**src/rtl/controlador_interrupciones_pkg.sv**
```systemverilog
// Shared definitions for the interrupt controller and the PC / subroutine-stack
// modules that consume its entry pulse and vector.
package controlador_interrupciones_pkg;

  // Program counter width and IRQ0 vector address shared with the PC datapath.
  localparam int PC_W_DEF = 10;
  localparam logic [PC_W_DEF-1:0] VECTOR_BASE_DEF = 10'h3F0;

  // Width of the in-service line index (up to 8 lines).
  localparam int ID_W = 3;

  // Controller sequencing states.
  typedef enum logic [1:0] {
    IDLE    = 2'b00,
    ENTRY   = 2'b01,
    SERVICE = 2'b10
  } estado_e;

endpackage

```
**src/rtl/controlador_interrupciones_arbitro_prioridad.sv**
```systemverilog
// Fixed-priority encoder: the lowest-numbered active request wins.
module arbitro_prioridad
  import controlador_interrupciones_pkg::*;
#(
  parameter int N = 4
) (
  input  logic [N-1:0]    req,
  output logic            valid,
  output logic [ID_W-1:0] id
);

  // Scan from the highest index down so the lowest active index is written last.
  always_comb begin
    // NOTE: every combinational output gets a default before any conditional
    // assignment, otherwise synthesis infers a latch to hold the old value.
    valid = |req;
    id    = '0;
    for (int i = N - 1; i >= 0; i--) begin
      if (req[i]) id = ID_W'(i);
    end
  end

endmodule

```
**src/rtl/controlador_interrupciones.sv**
```systemverilog
// Vectored interrupt controller: latches request edges, arbitrates among the
// enabled ones and sequences a one-cycle call-like entry at an instruction
// boundary, then holds in-service until the handler returns.
module controlador_interrupciones
  import controlador_interrupciones_pkg::*;
#(
  parameter int                NUM_IRQ     = 4,
  parameter int                PC_W        = PC_W_DEF,
  parameter logic [PC_W-1:0]   VECTOR_BASE = VECTOR_BASE_DEF,
  parameter int                VEC_STRIDE  = 4
) (
  input  logic               clk,
  input  logic               reset,
  input  logic [NUM_IRQ-1:0] irq,
  input  logic               mask_we,
  input  logic [NUM_IRQ-1:0] mask_data,
  input  logic               gie_we,
  input  logic               gie_data,
  input  logic               boundary,
  input  logic               reti,
  input  logic               pila_llena,
  output logic               int_entry,
  output logic [PC_W-1:0]    vector,
  output logic [ID_W-1:0]    int_id,
  output logic               in_service,
  output logic [NUM_IRQ-1:0] pending
);

  estado_e              state_q, state_d;
  logic [NUM_IRQ-1:0]   irq_prev_q;
  logic [NUM_IRQ-1:0]   pending_q, pending_d;
  logic [NUM_IRQ-1:0]   mask_q, mask_d;
  logic                 gie_q, gie_d;
  logic [ID_W-1:0]      int_id_q, int_id_d;
  logic                 int_entry_q, int_entry_d;
  logic                 in_service_q, in_service_d;
  logic [NUM_IRQ-1:0]   edge_w;
  logic [NUM_IRQ-1:0]   clr_w;
  logic                 arb_valid;
  logic [ID_W-1:0]      arb_id;

  // Winner among pending lines that are currently enabled.
  arbitro_prioridad #(.N(NUM_IRQ)) u_arbitro (
    .req   (pending_q & mask_q),
    .valid (arb_valid),
    .id    (arb_id)
  );

  // Next-state logic: edge capture, enable registers and entry sequencing.
  always_comb begin
    edge_w   = irq & ~irq_prev_q;
    mask_d   = mask_we ? mask_data : mask_q;
    gie_d    = gie_we ? gie_data : gie_q;
    state_d  = state_q;
    int_id_d = int_id_q;
    clr_w    = '0;

    case (state_q)
      IDLE: begin
        // A full stack blocks entry entirely; the request simply stays pending.
        if (gie_q && arb_valid && boundary && !pila_llena) begin
          int_id_d = arb_id;
          state_d  = ENTRY;
        end
      end
      ENTRY: begin
        for (int i = 0; i < NUM_IRQ; i++) begin
          clr_w[i] = (int_id_q == ID_W'(i));
        end
        state_d = SERVICE;
      end
      SERVICE: begin
        if (reti) state_d = IDLE;
      end
      default: state_d = IDLE;
    endcase

    // A fresh edge on the line being acknowledged wins over the clear.
    pending_d    = (pending_q & ~clr_w) | edge_w;
    int_entry_d  = (state_d == ENTRY);
    in_service_d = (state_d == SERVICE);
  end

  // State registers with synchronous active-low reset.
  always_ff @(posedge clk) begin
    // NOTE: sequential state uses non-blocking assignments so every flop
    // samples its pre-edge inputs regardless of statement order.
    if (!reset) begin
      state_q      <= IDLE;
      pending_q    <= '0;
      mask_q       <= '0;
      gie_q        <= 1'b0;
      int_id_q     <= '0;
      int_entry_q  <= 1'b0;
      in_service_q <= 1'b0;
      // Tracking the line during reset keeps a level held high across reset
      // from looking like a new rising edge afterwards.
      irq_prev_q   <= irq;
    end else begin
      state_q      <= state_d;
      pending_q    <= pending_d;
      mask_q       <= mask_d;
      gie_q        <= gie_d;
      int_id_q     <= int_id_d;
      int_entry_q  <= int_entry_d;
      in_service_q <= in_service_d;
      irq_prev_q   <= irq;
    end
  end

  // Vector follows the registered line index, wrapping within the PC space.
  always_comb begin
    vector = VECTOR_BASE + (PC_W'(int_id_q) * PC_W'(VEC_STRIDE));
  end

  assign int_entry  = int_entry_q;
  assign int_id     = int_id_q;
  assign in_service = in_service_q;
  assign pending    = pending_q;

endmodule

```
**config.mk**
```make
export PLATFORM = sky130hd
export DESIGN_NAME = controlador_interrupciones
export DESIGN_NICKNAME = d
export VERILOG_FILES = /design/src/rtl/controlador_interrupciones_pkg.sv /design/src/rtl/controlador_interrupciones_arbitro_prioridad.sv /design/src/rtl/controlador_interrupciones.sv
export SDC_FILE = /design/constraint.sdc
export NUM_CORES = 1
export LEC_CHECK = 0
export CORE_ASPECT_RATIO = 0.7
export CORE_MARGIN = 2
export CORE_UTILIZATION = 47
export CTS_BUF_LIST = sky130_fd_sc_hd__clkbuf_8
export DETAILED_ROUTE_END_ITERATION = 16
export GPL_ROUTABILITY_DRIVEN = 1
export PLACE_DENSITY = 0.9
export SLEW_MARGIN = 10
export SYNTH_ARGS = -nofsm -noshare
export SYNTH_HDL_FRONTEND = slang
export SYNTH_HIERARCHICAL = 1
export SYNTH_SLANG_ARGS = --single-unit
```
**constraint.sdc**
```tcl
create_clock -name clk -period 1.95 [get_ports clk]
set_clock_uncertainty 0.05 [all_clocks]
set_input_delay 0.4875 -clock clk [delete_from_list [all_inputs] [get_ports clk]]
set_output_delay 0.4875 -clock clk [all_outputs]
set_load 0.01 [all_outputs]
```
After elaboration in Yosys (flattened, before gate mapping)
Cells that the tools add are included.

word-level totals
  flip-flop bits (word level) = 20
  input port bits = 16
  output and inout port bits = 19

cells by class
  add/subtract/negate cells = 1
  equality and inequality tests = 7
  multiplexer cells = 8
  bitwise gates (word level) = 6
  reduce and logical (&&, ||, !) cells = 8

operators by type and width
  kind                                                                   count
  4-bit bitwise AND                                                      3
  2-bit two-way mux                                                      6
  4-bit inverter                                                         2
  5-bit by 6-bit adder with 7-bit output, first input constant           1
  3-bit by 2-bit equality test with 1-bit output, second input constant  2
  2-bit one-hot mux with 3 select lines                                  1
  2-bit by 1-bit equality test with 1-bit output, second input constant  2
  2-bit equality test, second input constant                             2
  4-bit two-way mux                                                      1
  4-bit bitwise OR                                                       1
  4-bit OR reduction                                                     1
  3-bit by 1-bit equality test with 1-bit output, second input constant  1
  1-bit logical AND                                                      3
  3-bit logical NOT                                                      1
  2-bit logical NOT                                                      1
  2-bit AND reduction                                                    1
  1-bit logical NOT                                                      1

Logic depth before layout (Yosys ltp)
Gate-level depths: netlist of run 1.

  depth in word-level cells = 8
  depth in mapped cells = 6
  depth with buffers taken out = 6

Cells and area by module
Netlist of run 1, hierarchy kept.

by module, submodules not included
  module                      instances  cells each  area an instance (um^2)
  controlador_interrupciones  1          82          837.1
  arbitro_prioridad           1          9           46.3

Worst setup path before layout of run 1
OpenSTA, ideal clock, no wires.

  kind = register to register
  from = reg pending_q[0], in the netlist pending[0]
  to = reg int_id_q[0], in the netlist int_id[0]
  data arrival time = 1.196 ns
  data required time = 1.828 ns
  slack = 0.632 ns
  cell stages (with the launch flop) = 7
  period minus slack after synthesis = 1.318 ns
  cell sequence = dfxtp_1 -> and2_1 -> nor2_1 -> nand2_1 -> nand4b_4 -> nor3_4 -> mux2i_1

between the ends
  word-level cells in the longest chain between the ends = 6
  elaborated cells between the ends (all ways) = 7
  classes of those cells = 1 x mux; 1 x bitwise; 5 x reduce/logical

RTL lines
  what                                  RTL line                                            text
  from (decl)                           controlador_interrupciones.sv:31                    logic [NUM_IRQ-1:0] pending_q, pending_d;
  from (signal assigned)                controlador_interrupciones.sv:101                   pending_q <= pending_d;
  4-bit bitwise AND                     controlador_interrupciones.sv:44                    .req (pending_q & mask_q),
  4-bit OR reduction                    controlador_interrupciones_arbitro_prioridad.sv:16  valid = |req;
  net arb_valid                         controlador_interrupciones.sv:39                    logic arb_valid;
  1-bit logical AND (3 in a row)        controlador_interrupciones.sv:61                    if (gie_q && arb_valid && boundary && !pila_llena) begin
  2-bit AND reduction (no source line)  -
  to (signal assigned)                  controlador_interrupciones.sv:104                   int_id_q <= int_id_d;
  to (decl)                             controlador_interrupciones.sv:34                    logic [ID_W-1:0] int_id_q, int_id_d;

The timed path passes the listed nets, and every way through them passes these cells.
A chain may end at the register's enable or synchronous reset.

Worst setup path after layout of run 1
  from = reg int_id_q[2], in the netlist int_id[2]
  to = out vector[5]

between the ends
  word-level cells in the longest chain between the ends = 1

RTL lines
  what                                    RTL line                           text
  5-bit by 6-bit adder with 7-bit output  controlador_interrupciones.sv:113  vector = VECTOR_BASE + (PC_W'(int_id_q) * PC_W'(VEC_STRIDE));
  to (decl)                               controlador_interrupciones.sv:23   output logic [PC_W-1:0] vector,

Every way passes these cells.

==> reports/metrics.yaml, run 1 <==
status: "finished clean"
synth_area_um2: 883.3
drc_errors: 0
postSynthCellCount: 91
cts_buffer_depth: 2
tns_ns: 0
dp_slack_ns: 0.2305
port_buffers: 32
ff_latch_area_um2: 400.4
synth_seq_cells: 20
fmax_mhz: 536.7
mostFrequentLayoutCells: "clkdlybuf4s50_1 (32), dfxtp_1 (20), mux2i_1 (8), nand2_1 (8), nor2b_1 (7)"
leakage_nw: 0.4618
n_antenna_cell: 0
crit_path_max_fanout: 6
yosysWarnings: 6
swShare_pct: 21.25
area_growth_syn_to_layout_pct: 35.13
cts_tree: "built"
firstDrtPassIters: 2
cts.htree.levels: 1
layout_commonest_cell: "clkdlybuf4s50_1"
globalplace.congestion: 0.7348
drt_iter0_drc: 6
num_rows: 13
cts_buffers: 3
coreArea_um2: 1805
drive_gt1_share_pct: 9.565
clk_latency_ns: 0.25
min_period_ns: 1.863
clk_pin_slew_ns: 0.07
drtAntennaViolNets: 0
postPlaceCellArea_um2: 1152
powerDensity_nw_per_um2: 657.7
totalWireLength_mm: 1.702
io-pin-count: 35
end_kind: "output pin"
vdd_drop_max_uv: 654.9
worstSetupStartpointType: "flip-flop"
yosysSeqAreaShare_pct: 45.33
grt_pass1_wl_mm: 2.656
hpwl_mm: 1.319
fin_total_pwr_uw: 785.1
arrival_ns: 1.33
die_y_um: 40.27
synth_cell_types: 23
grt_pass1_vias: 616
fin_crit_sh_pct: 95.55
multi_input_area_um2: 385.4
p_int_uw: 618.2
dp_cells: 134
power_switching_uw: 166.9
synth_ff_type: "dfxtp_1"
grt_max_degree: 12
slew_viol_final: 0
crit_type: "reg2out"
pwr-share-comb_pct: 11.4
seqPwrFrac_pct: 55.3
vias: 652
cts_sinks: 20
clockPowerShare_pct: 33.4
fin_hold_ws_ns: 0.4640
hp-class: "reg2reg"
synth_edf_count: 0
rsz0062_at_grt: "false"
cap_violations: 0
final_cells: 137
wl_per_cell_um: 12.42
grt.overflow.total: 0
dieWidth_um: 55.82
layout.nets: 133
required_ns: 1.41
antenna_found_initial: 0
root_buffer: "clkbuf_8"
avgSynthCellArea_um2: 9.707
async_reset_ff_share_pct: 0
postCtsHoldBufs: 0
n_fill_cell: 167
design_area_um2: 1194
die-area_um2: 2248
grt_usage_pct: 16.45
via_per_inst: 4.759
initial_utilization_pct: 48.93
finalSetupViolCount: 0
hold_viol: 0
utilization_pct: 66.11
setup_slack_ns: 0.08673
## metal layers
layer / up-vias / routed length (um) / global-route usage [%]
met5: - / 0 / 0
met4: 0 / 8 / 4.762
met3: 2 / 142 / 7.742
met2: 24 / 828 / 30.36
met1: 294 / 723 / 17.77
li1: 332 / - / -
## state kept, by name, summed over array words and instances (netlist names)
name / count
pending: 4
irq_prev_q: 4
in_service: 1
mask_q: 4
state_q: 2
int_id: 3
int_entry: 1
gie_q: 1
## synth_stat cells, types with 2 or more instances
master	number	area (um2)
a21boi_0	4	30.03
dfxtp_1	20	400.4
o41ai_1	2	17.52
a21oi_1	2	10.01
nand2b_1	3	18.77
and2_2	2	15.01
mux2i_1	8	80.08
buf_4	11	82.58
nand2_1	8	30.03
nor2b_1	7	43.79
inv_1	3	11.26
o21ai_0	2	10.01
conb_1	2	7.510
and2_1	4	25.02
nor2_1	5	18.77
## kinds of logic after synthesis
logic type / share of synthesized area (%)
DFF: 45.33
buffers and inverters: 11.47
muxes: 9.066
other: 0.8502
and+or+nand+nor: 24.64
AOI/OAI and AO/OA: 8.641
## power groups by stage
stage | sequential [mW] | combinational (mW) | clock, mW
floorplan | 0.444 | 0.0421 | 0
global placement | 0.443 | 0.0873 | 0
detailed placement | 0.443 | 0.0897 | 0
CTS | 0.434 | 0.0903 | 0.267
global route | 0.436 | 0.0970 | 0.287
finish | 0.434 | 0.0892 | 0.262
## layout make-up
type                       count  share of cell area, %
sequential                    20                  33.54
inverter                       3                 0.9434
tap                           22                  2.306
multi-input combinational     56                  32.29
timing repair buffer          33                  27.46
clock buffer                   3                  3.459
## worst paths after layout
path,startpoint,endpoint,slack [ns],cells past startpoint
setup / recovery,int_id[2],vector[5],0.09,2
hold / removal,mask_q[2],mask_q[2],0.46,2
setup reg to reg,pending[0],int_id[1],0.49,6
hold reg to reg,mask_q[2],mask_q[2],0.46,2
## worst max-delay path: stages (launching register included)
cell	delay, ns
dfxtp_1	0.38
inv_2	0.12
clkdlybuf4s50_1	0.57
## timing repair
action,CTS,global route
buffers inserted,0,0
setup endpoints to repair,0,4
gates resized for setup,0,1
(Power assumes the default switching activity.)
==> run 2, diff against run 1 <==
--- a/config.mk
+++ b/config.mk
@@ -5,12 +5,13 @@
 export SDC_FILE = /design/constraint.sdc
 export NUM_CORES = 1
 export LEC_CHECK = 0
+export CAP_MARGIN = 10
 export CORE_ASPECT_RATIO = 0.7
 export CORE_MARGIN = 2
 export CORE_UTILIZATION = 47
 export CTS_BUF_LIST = sky130_fd_sc_hd__clkbuf_8
 export DETAILED_ROUTE_END_ITERATION = 16
-export GPL_ROUTABILITY_DRIVEN = 1
+export GPL_ROUTABILITY_DRIVEN = 0
 export PLACE_DENSITY = 0.9
 export SLEW_MARGIN = 10
 export SYNTH_ARGS = -nofsm -noshare
==> results of run 2 <==
No change in the layout: final DEF, timing and power equal those of run 1.
